==> src/rtl/mem_stage_if.sv <==
// Byte-wide synchronous RAM port used by mem_stage (master) and the RAM (slave).
// Carries fallback operand widths/opcodes for builds that do not pull in config.v.
`ifndef OpCodeLen
`define OpCodeLen 8
`define RegLen 32
`define RegAddrLen 5
`define AddrLen 32
`define NOP 8'h00
`define ADD 8'h01
`define LB 8'h20
`define LH 8'h21
`define LW 8'h22
`define LBU 8'h23
`define LHU 8'h24
`define SB 8'h28
`define SH 8'h29
`define SW 8'h2A
`endif

interface mem_stage_if;
    logic [`AddrLen-1:0] mem_a;
    logic [7:0]          mem_dout;
    logic                mem_wr;
    logic [7:0]          mem_din;

    modport master (output mem_a, output mem_dout, output mem_wr, input mem_din);
    modport slave  (input mem_a, input mem_dout, input mem_wr, output mem_din);
endinterface

==> src/rtl/mem_stage.sv <==
// MEM stage: byte-serial loads/stores over a 1-cycle RAM, stalls the pipe while busy.
// Optional MEM_MISALIGN_CHECK_EN rejects misaligned H/W accesses with a misalign_o pulse.
`ifndef OpCodeLen
`define OpCodeLen 8
`define RegLen 32
`define RegAddrLen 5
`define AddrLen 32
`define NOP 8'h00
`define ADD 8'h01
`define LB 8'h20
`define LH 8'h21
`define LW 8'h22
`define LBU 8'h23
`define LHU 8'h24
`define SB 8'h28
`define SH 8'h29
`define SW 8'h2A
`endif

module mem_stage #(
    parameter int MEM_LAT = 1
) (
    input  logic                   clk,
    input  logic                   rst,
    input  logic [`OpCodeLen-1:0]  aluop_i,
    input  logic [`RegLen-1:0]     rd_data_i,
    input  logic [`RegAddrLen-1:0] rd_addr_i,
    input  logic                   rd_enable_i,
    input  logic [`AddrLen-1:0]    mem_addr_i,
    mem_stage_if.master            mem,
    output logic                   stall_req,
    output logic [`RegLen-1:0]     rd_data_o,
    output logic [`RegAddrLen-1:0] rd_addr_o,
    output logic                   rd_enable_o,
    output logic                   misalign_o
);

    generate
        if (MEM_LAT != 1) begin : g_bad_lat
            $error("mem_stage supports only MEM_LAT = 1");
        end
    endgenerate

    typedef enum logic [1:0] {IDLE, BUSY, WAIT, DONE} state_t;

    state_t                  state_q, state_d;
    logic [1:0]              cnt_q, cnt_d;
    logic [`OpCodeLen-1:0]   op_q, op_d;
    logic [`AddrLen-1:0]     addr_q, addr_d, mema_q, mema_d, cur_addr;
    logic [`RegLen-1:0]      sdata_q, sdata_d;
    logic [31:0]             buf_q, buf_d;
    logic [`RegAddrLen-1:0]  rda_q, rda_d;
    logic                    rde_q, rde_d;
    logic                    misal;

    function automatic logic is_load(input logic [`OpCodeLen-1:0] op);
        return (op == `LB) || (op == `LH) || (op == `LW) || (op == `LBU) || (op == `LHU);
    endfunction

    function automatic logic is_store(input logic [`OpCodeLen-1:0] op);
        return (op == `SB) || (op == `SH) || (op == `SW);
    endfunction

    function automatic logic [1:0] last_idx(input logic [`OpCodeLen-1:0] op);
        if ((op == `LH) || (op == `LHU) || (op == `SH)) return 2'd1;
        if ((op == `LW) || (op == `SW))                 return 2'd3;
        return 2'd0;
    endfunction

    function automatic logic [31:0] extend(input logic [`OpCodeLen-1:0] op, input logic [31:0] b);
        if (op == `LB)  return {{24{b[7]}}, b[7:0]};
        if (op == `LBU) return {24'h0, b[7:0]};
        if (op == `LH)  return {{16{b[15]}}, b[15:0]};
        if (op == `LHU) return {16'h0, b[15:0]};
        return b;
    endfunction

`ifdef MEM_MISALIGN_CHECK_EN
    function automatic logic is_misaligned(input logic [`OpCodeLen-1:0] op, input logic [`AddrLen-1:0] a);
        if (last_idx(op) == 2'd1) return a[0];
        if (last_idx(op) == 2'd3) return a[1:0] != 2'b00;
        return 1'b0;
    endfunction
`endif

    // Byte address wraps naturally at 2^32.
    assign cur_addr = addr_q + {{(`AddrLen-2){1'b0}}, cnt_q};

    always_comb begin
        state_d      = state_q;
        cnt_d        = cnt_q;
        op_d         = op_q;
        addr_d       = addr_q;
        sdata_d      = sdata_q;
        buf_d        = buf_q;
        rda_d        = rda_q;
        rde_d        = rde_q;
        mema_d       = mema_q;
        mem.mem_a    = mema_q;
        mem.mem_dout = 8'h00;
        mem.mem_wr   = 1'b0;
        stall_req    = 1'b0;
        rd_data_o    = '0;
        rd_addr_o    = '0;
        rd_enable_o  = 1'b0;
        misalign_o   = 1'b0;
        misal        = 1'b0;
`ifdef MEM_MISALIGN_CHECK_EN
        misal        = is_misaligned(aluop_i, mem_addr_i);
`endif

        case (state_q)
            IDLE: begin
                if (!(is_load(aluop_i) || is_store(aluop_i))) begin
                    rd_data_o   = rd_data_i;
                    rd_addr_o   = rd_addr_i;
                    rd_enable_o = rd_enable_i;
                end else if (misal) begin
                    misalign_o = 1'b1;
                end else begin
                    stall_req = 1'b1;
                    op_d      = aluop_i;
                    addr_d    = mem_addr_i;
                    sdata_d   = rd_data_i;
                    rda_d     = rd_addr_i;
                    rde_d     = rd_enable_i;
                    buf_d     = '0;
                    cnt_d     = 2'd0;
                    state_d   = BUSY;
                end
            end
            BUSY: begin
                stall_req = 1'b1;
                mem.mem_a = cur_addr;
                mema_d    = cur_addr;
                if (is_store(op_q)) begin
                    mem.mem_wr   = 1'b1;
                    mem.mem_dout = sdata_q[{cnt_q, 3'b000} +: 8];
                end else if (cnt_q != 2'd0) begin
                    // RAM data arriving now belongs to the previous cycle's address.
                    buf_d[{cnt_q - 2'd1, 3'b000} +: 8] = mem.mem_din;
                end
                if (cnt_q == last_idx(op_q)) begin
                    state_d = is_load(op_q) ? WAIT : DONE;
                end else begin
                    cnt_d = cnt_q + 2'd1;
                end
            end
            WAIT: begin
                stall_req = 1'b1;
                buf_d[{last_idx(op_q), 3'b000} +: 8] = mem.mem_din;
                state_d = DONE;
            end
            DONE: begin
                rd_addr_o = rda_q;
                if (is_load(op_q)) begin
                    rd_data_o   = extend(op_q, buf_q);
                    rd_enable_o = rde_q;
                end
                state_d = IDLE;
            end
            default: state_d = IDLE;
        endcase

        if (rst) begin
            mem.mem_wr   = 1'b0;
            mem.mem_dout = 8'h00;
            stall_req    = 1'b0;
            rd_data_o    = '0;
            rd_addr_o    = '0;
            rd_enable_o  = 1'b0;
            misalign_o   = 1'b0;
        end
    end

    always_ff @(posedge clk) begin
        if (rst) begin
            state_q <= IDLE;
            cnt_q   <= 2'd0;
            op_q    <= '0;
            addr_q  <= '0;
            sdata_q <= '0;
            buf_q   <= '0;
            rda_q   <= '0;
            rde_q   <= 1'b0;
            mema_q  <= '0;
        end else begin
            state_q <= state_d;
            cnt_q   <= cnt_d;
            op_q    <= op_d;
            addr_q  <= addr_d;
            sdata_q <= sdata_d;
            buf_q   <= buf_d;
            rda_q   <= rda_d;
            rde_q   <= rde_d;
            mema_q  <= mema_d;
        end
    end

endmodule

==> src/flat_wrapper.sv <==
// flat-port wrapper written by rule: the top's interface ports become plain ports
module mem_stage_flat 
#(
    parameter int MEM_LAT = 1
)
  (clk, rst, aluop_i, rd_data_i, rd_addr_i, rd_enable_i, mem_addr_i, stall_req, rd_data_o, rd_addr_o, rd_enable_o, misalign_o, mem_mem_a, mem_mem_dout, mem_mem_wr, mem_mem_din);
  mem_stage_if mem_i ();
  input  logic clk;
  input  logic rst;
  input  logic [`OpCodeLen-1:0] aluop_i;
  input  logic [`RegLen-1:0] rd_data_i;
  input  logic [`RegAddrLen-1:0] rd_addr_i;
  input  logic rd_enable_i;
  input  logic [`AddrLen-1:0] mem_addr_i;
  output logic stall_req;
  output logic [`RegLen-1:0] rd_data_o;
  output logic [`RegAddrLen-1:0] rd_addr_o;
  output logic rd_enable_o;
  output logic misalign_o;
  output wire logic [$bits(mem_i.mem_a)-1:0] mem_mem_a;
  output wire logic [$bits(mem_i.mem_dout)-1:0] mem_mem_dout;
  output wire logic [$bits(mem_i.mem_wr)-1:0] mem_mem_wr;
  input wire logic [$bits(mem_i.mem_din)-1:0] mem_mem_din;
  assign mem_mem_a = mem_i.mem_a;
  assign mem_mem_dout = mem_i.mem_dout;
  assign mem_mem_wr = mem_i.mem_wr;
  assign mem_i.mem_din = mem_mem_din;
  mem_stage #(.MEM_LAT(MEM_LAT)) u_core (.clk(clk), .rst(rst), .aluop_i(aluop_i), .rd_data_i(rd_data_i), .rd_addr_i(rd_addr_i), .rd_enable_i(rd_enable_i), .mem_addr_i(mem_addr_i), .mem(mem_i), .stall_req(stall_req), .rd_data_o(rd_data_o), .rd_addr_o(rd_addr_o), .rd_enable_o(rd_enable_o), .misalign_o(misalign_o));
endmodule
==> config.mk <==
export PLATFORM = sky130hd
export DESIGN_NAME = mem_stage_flat
export DESIGN_NICKNAME = d
export VERILOG_FILES = /design/src/rtl/mem_stage_if.sv /design/src/rtl/mem_stage.sv /design/src/flat_wrapper.sv
export SDC_FILE = /design/constraint.sdc
export NUM_CORES = 1
export LEC_CHECK = 0
export CAP_MARGIN = 20
export CORE_AREA = 2 2 120 122
export CTS_BUF_LIST = sky130_fd_sc_hd__clkbuf_8
export DETAILED_ROUTE_END_ITERATION = 8
export DIE_AREA = 0 0 122 124
export GPL_TIMING_DRIVEN = 0
export HOLD_SLACK_MARGIN = 0.1
export PLACE_DENSITY = 0.89
export REMOVE_ABC_BUFFERS = 1
export SLEW_MARGIN = 20
export SYNTH_ARGS = -nofsm -noshare
export SYNTH_HDL_FRONTEND = slang
export SYNTH_SLANG_ARGS = --single-unit
export TNS_END_PERCENT = 20
==> constraint.sdc <==
create_clock -name clk -period 5.9 [get_ports clk]
set_input_delay 1.18 -clock clk [delete_from_list [all_inputs] [get_ports clk]]
set_output_delay 1.18 -clock clk [all_outputs]
set_load 0.01 [all_outputs]
# Yosys cells after proc, flatten, opt, wreduce, memory -nomap -nowiden
# Cells that the tools add are included.
# op_classes
n_shift	5
n_mux	76
n_addsub	5
reduce_logical	25
eq_ne	25
# ops
cell	n
32-bit two-way mux	15
8-bit by 6-bit equality test with 1-bit output (second input constant)	16
32-bit one-hot mux with 3 select lines	1
32-bit bitwise mux	2
32-bit one-hot mux with 2 select lines	1
8-bit by 7-bit variable shift with 32-bit output (first input constant)	2
8-bit by 7-bit indexed part select with 32-bit output	2
1-bit two-way mux	35
32-bit by 2-bit adder with 32-bit output	1
32-bit by 6-bit indexed part select with 8-bit output	1
2-bit two-way mux	12
8-bit two-way mux	3
1-bit logical OR	16
5-bit negator with 7-bit output	2
5-bit two-way mux	2
5-bit one-hot mux with 2 select lines	1
2-bit one-hot mux with 4 select lines	1
2-bit by 1-bit != test with 1-bit output (second input constant)	3
2-bit equality test (second input constant)	2
2-bit != test (second input constant)	2
1-bit one-hot mux with 2 select lines	2
2-bit one-hot mux with 2 select lines	1
2-bit AND reduction	2
4-bit AND reduction	1
other kinds (9)	10
# totals
input_bits	88
reg_bits	146
wordCells	145
out_inout_bits	81

# Depth between registers and ports, before layout
# depth
word_depth	26
ltp_mapped	9
mapped_depth_nobuf	8

# Worst setup path before layout
# OpenSTA, ideal clock, no wires.
# synth_path
path_type	in2out
startpoint	in aluop_i[7]
endpoint	out rd_data_o[29]
t_required_ns	4.720
cell_stages	6
arrival_ns	2.801
slack_ns	1.919
path_buffers	2
path_cell_list	nor4b_1 a21bo_2 clkbuf_1 nor2_1 clkbuf_1 a211o_1
# synth_via
elab_chain_cells	9
elab_cells_between_ends	18
classes_between	eq/ne: 8; mux: 3; reduce/logical: 7
# synth_rtl
item	line	text
start, declared	flat_wrapper.sv:10	input logic [`OpCodeLen-1:0] aluop_i;
8-bit by 6-bit equality test with 1-bit output (no line)	n/a	
1-bit logical OR (4 in a row)	mem_stage.sv:57	return (op == `LB) || (op == `LH) || (op == `LW) || (op == `LBU) || (op == `LHU);
1-bit logical OR (*)	mem_stage.sv:114	if (!(is_load(aluop_i) || is_store(aluop_i))) begin
32-bit two-way mux (*)	mem_stage.sv:114	
32-bit one-hot mux with 2 select lines (*)	mem_stage.sv:112	case (state_q)
32-bit two-way mux (*)	mem_stage.sv:165	if (rst) begin
end, declared	flat_wrapper.sv:16	output logic [`RegLen-1:0] rd_data_o;
# Every way passes the cells marked *; elsewhere a longest branch is shown, timed or not.

# Worst setup path after layout
# layout_path
startpoint	reg u_core.op_q[7]
endpoint	out rd_data_o[4]
# layout_via
elab_chain_cells	14
elab_cells_between_ends	37
classes_between	eq/ne: 5; mux: 28; reduce/logical: 4
# layout_rtl
item	line	text
start, declared	mem_stage.sv:48	logic [`OpCodeLen-1:0] op_q, op_d;
start signal, assigned	mem_stage.sv:190	op_q <= op_d;
8-bit by 6-bit equality test with 1-bit output (no line)	n/a	
1-bit two-way mux (2 in a row)	mem_stage.sv:74	if (op == `LHU) return {16'h0, b[15:0]};
1-bit two-way mux	mem_stage.sv:73	if (op == `LH) return {{16{b[15]}}, b[15:0]};
1-bit two-way mux	mem_stage.sv:72	if (op == `LBU) return {24'h0, b[7:0]};
1-bit two-way mux	mem_stage.sv:156	if (is_load(op_q)) begin
1-bit two-way mux	mem_stage.sv:112	
32-bit two-way mux	mem_stage.sv:75	return b;
32-bit two-way mux	mem_stage.sv:74	
32-bit two-way mux	mem_stage.sv:73	
32-bit two-way mux	mem_stage.sv:72	
32-bit two-way mux (*)	mem_stage.sv:156	
32-bit one-hot mux with 2 select lines (*)	mem_stage.sv:112	
32-bit two-way mux (*)	mem_stage.sv:165	
# Every way passes the cells marked *; elsewhere a longest branch is shown, timed or not. The select of a mux whose other input is x is not followed.

==> results.ini <==
[setup_path]
r2r_end = u_core.mema_q[28]
cp_cell_sequence = nor4b_2, nand4_1, a21boi_2, a22oi_1, nor2_1, clkdlybuf4s50_1
slowest_stage = nand4_1
crit_path_end_kind = primary output
cp.depth = 6
worstSetupPathType = flip-flop to primary output
startpoint = u_core.op_q[7]
required_ns = 4.72
slowest_delay_ns = 0.93
crit_family = simple AND/OR/NAND/NOR gates
critical_path_peak_fanout = 18
rr_startpoint = u_core.cnt_q[0]
path_buf_inv = 1
r2r_cells = 8
cp-endpoint = rd_data_o[4]
worstPathArrival_ns = 4.24
start_kind = flip-flop
r2r_setup_slack_ns = 2.60

[final_layout]
seq_area_sq_um = 2930
nFillCells = 1030
final_nets = 1183
multi_input_area_sq_um = 4520
syn_to_final_growth_pct = 29.3
drive_gt1_share_pct = 8.31
n_antenna_cell = 0

[routing]
viasPerCell = 6.17
dr_total_vias = 7869
route.detailed.drc = 0
drt-pass1-iter-count = 6
met2WireLength_um = 10700
wire_per_inst_um = 18.4
routed_wl_um = 23400
detailedRoute.firstIterationViolations = 858
wl_met1_um = 9720
wl_met3_um = 2270
ant_nets = 0
top_layer = met4

[sta]
max_clock_freq_mhz = 185
setup_ws_ns = 0.485
period_share_pct = 91.8
skew_ns = 0.0160
whs_ns = 0.456
rsz0062_at_grt = no
min_period_ns = 5.42
tns_ns = 0
final_max_slew_viol_count = 0
maxSlewHeadroom_pct = 26.9
setup_viol = 0
worstMarginPinSlew_ns = 1.09
finalHoldViolCount = 0

[placement]
gp_congestion = 0.864
dpl_worst_slack_ns = 0.494
io_buffers = 167
dpl.hpwl_um = 15500

[floorplanning]
boundaryPins = 169
die_w_um = 122
initial_core_util_pct = 56.4
rows = 43
dieArea_sq_um = 15100
core_area_sq_um = 13700
fp.dieH_um = 124

[clock_tree]
cts_buffers = 17
post_cts_buffers = 0
clock_latency_ns = 0.47
cts.sinks = 146
cts_tree = built
clock_path_buffers = 2
htreeDepth = 4
clockRootBuffer = clkbuf_8
clk_pin_slew_worst_paths_ns = 0.07
ctsResizeCount = 0
cts.hold.buffers_added = 0

[synthesis]
synth_area_sq_um = 7730
synthDistinctLibCells = 64
synth_simple_gate_area_share_pct = 22.5
async_reset_ff_share_pct = 0
ys_seq_area_share_pct = 37.8
synthXorXnorAreaFrac_pct = 2.94
synth-seq-cells = 146
synthTopCellsByCount = nand2_1 (160), dfxtp_1 (146), a21oi_1 (133)
yosysTopAreaCell = dfxtp_1
ys_warn_count = 0
synth_top_family_by_area = compound AO/OA/AOI/OAI gates
netlist_instances = 960
synth_area_per_cell_sq_um = 8.06
synth_edf_count = 0
synth_area_leaders = dfxtp_1 (38%), a21oi_1 (8.6%), nand2_1 (7.8%)
yosysMostFrequentCell = nand2_1
synth.top_cell.area_share_pct = 37.8
ys.flop_type = dfxtp_1
muxShareOfSynthArea_pct = 5.21
synth-adder-area-share_pct = 2.04
synth_compound_area_share_pct = 24.4

[power_and_ir_drop]
switchingPower_mw = 1.06
powerDensity_nw_per_um2 = 312
p_int_mw = 2.06
power_leakage_nw = 3.38
pwr-share-comb_pct = 39.9
pwr-share-seq_pct = 35.0
power.total_mw = 3.12
clkPwrFrac_pct = 25.1
p_sw_share_pct = 33.9
ir_drop_mv = 0.244

[grt]
first_global_vias = 7328
antenna_found_initial = 0
grtUsageTotal_pct = 30.7
grt_overflow = 0
grt_pass1_wl_um = 36700
grt_max_degree = 95

[run_status]
outcome = completed

[job]
drv_cap = 0

[min_path]
hold_class = flip-flop to flip-flop
min_from = u_core.sdata_q[30]

cells in the final DEF (no fill, tap or decap), types with 6 or more instances in the layout:
cell and instances:
nor2b_1 21, a211o_1 18, mux4_2 8, a21oi_1 133, a22oi_1 22, nand2_1 160, o21ai_1 7, dfxtp_1 144
a31oi_1 6, nand3_1 11, and3_1 9, nor4_1 9, or4_1 10, nor3_1 10, nor2_1 71, clkdlybuf4s50_1 166
o32ai_1 10, ha_1 10, mux2_2 10, o221ai_1 9, a22o_1 24, inv_1 27, xor2_1 6, mux2i_1 11
a211oi_1 20, nand4_1 11, xnor2_1 20, clkbuf_8 23, o2bb2ai_1 8, nand2b_1 14
sequential cells by signal, indices dropped and copies added (netlist names):
name and cells:
u_core.mema_q 32, u_core.cnt_q 2, u_core.addr_q 32, u_core.state_q 2, u_core.sdata_q 32, u_core.buf_q 32
u_core.rda_q 5, u_core.op_q 8, u_core.rde_q 1
through the flow:
stage               util, %  cell area (sq um)  instances
detailed placement     69.8               9580       1243
CTS                    72.7               9980       1274
global placement       68.1               9340       1233
finish                 72.9              10000       1275
floorplan                 -               7450        886
global route           72.9              10000       1275
worst register-to-register path, cell delays in order (launching register included):
cell	delay, ns
dfxtp_2	0.74
ha_1	0.30
inv_1	0.06
fa_1	0.40
nor2b_1	0.33
nand4_1	0.53
nor4_1	0.49
xnor2_1	0.14
a211oi_1	0.23
cells by family after synthesis:
group,after synthesis
AO/OA/AOI/OAI,283
XOR/XNOR,26
adder cells (fa/ha/maj),12
buffers and inverters,100
flip-flops,146
multiplexers,29
other,1
AND/OR/NAND/NOR,363
layout make-up:
class                      instances  share of cell area (%)
tap                              180                    2.25
sequential                       146                    29.3
inverter                          26                   0.976
multi-input combinational        714                    45.2
clock buffer                      23                    3.17
timing repair buffer             178                    18.4
clock inverter                     8                   0.763
per-layer routing:
layer | GRT usage, % | vias up
li1 | - | 3694
met1 | 39.1 | 3665
met2 | 48.8 | 441
met3 | 8.84 | 69
met4 | 12.6 | 0
met5 | 0 | -
power by group through the flow:
stage | sequential (mW) | clock, mW | combinational, mW
after floorplan | 1.11 | 0 | 0.583
after global routing | 1.10 | 0.832 | 1.33
after detailed placement | 1.11 | 0 | 1.22
final | 1.09 | 0.782 | 1.24
after CTS | 1.09 | 0.780 | 1.23
after global placement | 1.11 | 0 | 1.17
how the worst min path moves through the flow:
stage	endpoint	cells past startpoint
finish	u_core.sdata_q[30]	2
global route	u_core.sdata_q[17]	2
CTS	u_core.sdata_q[30]	2
detailed placement	u_core.sdata_q[13]	2
global placement	u_core.sdata_q[21]	2
floorplan	u_core.sdata_q[16]	2
Power figures use the tool's default switching activity.
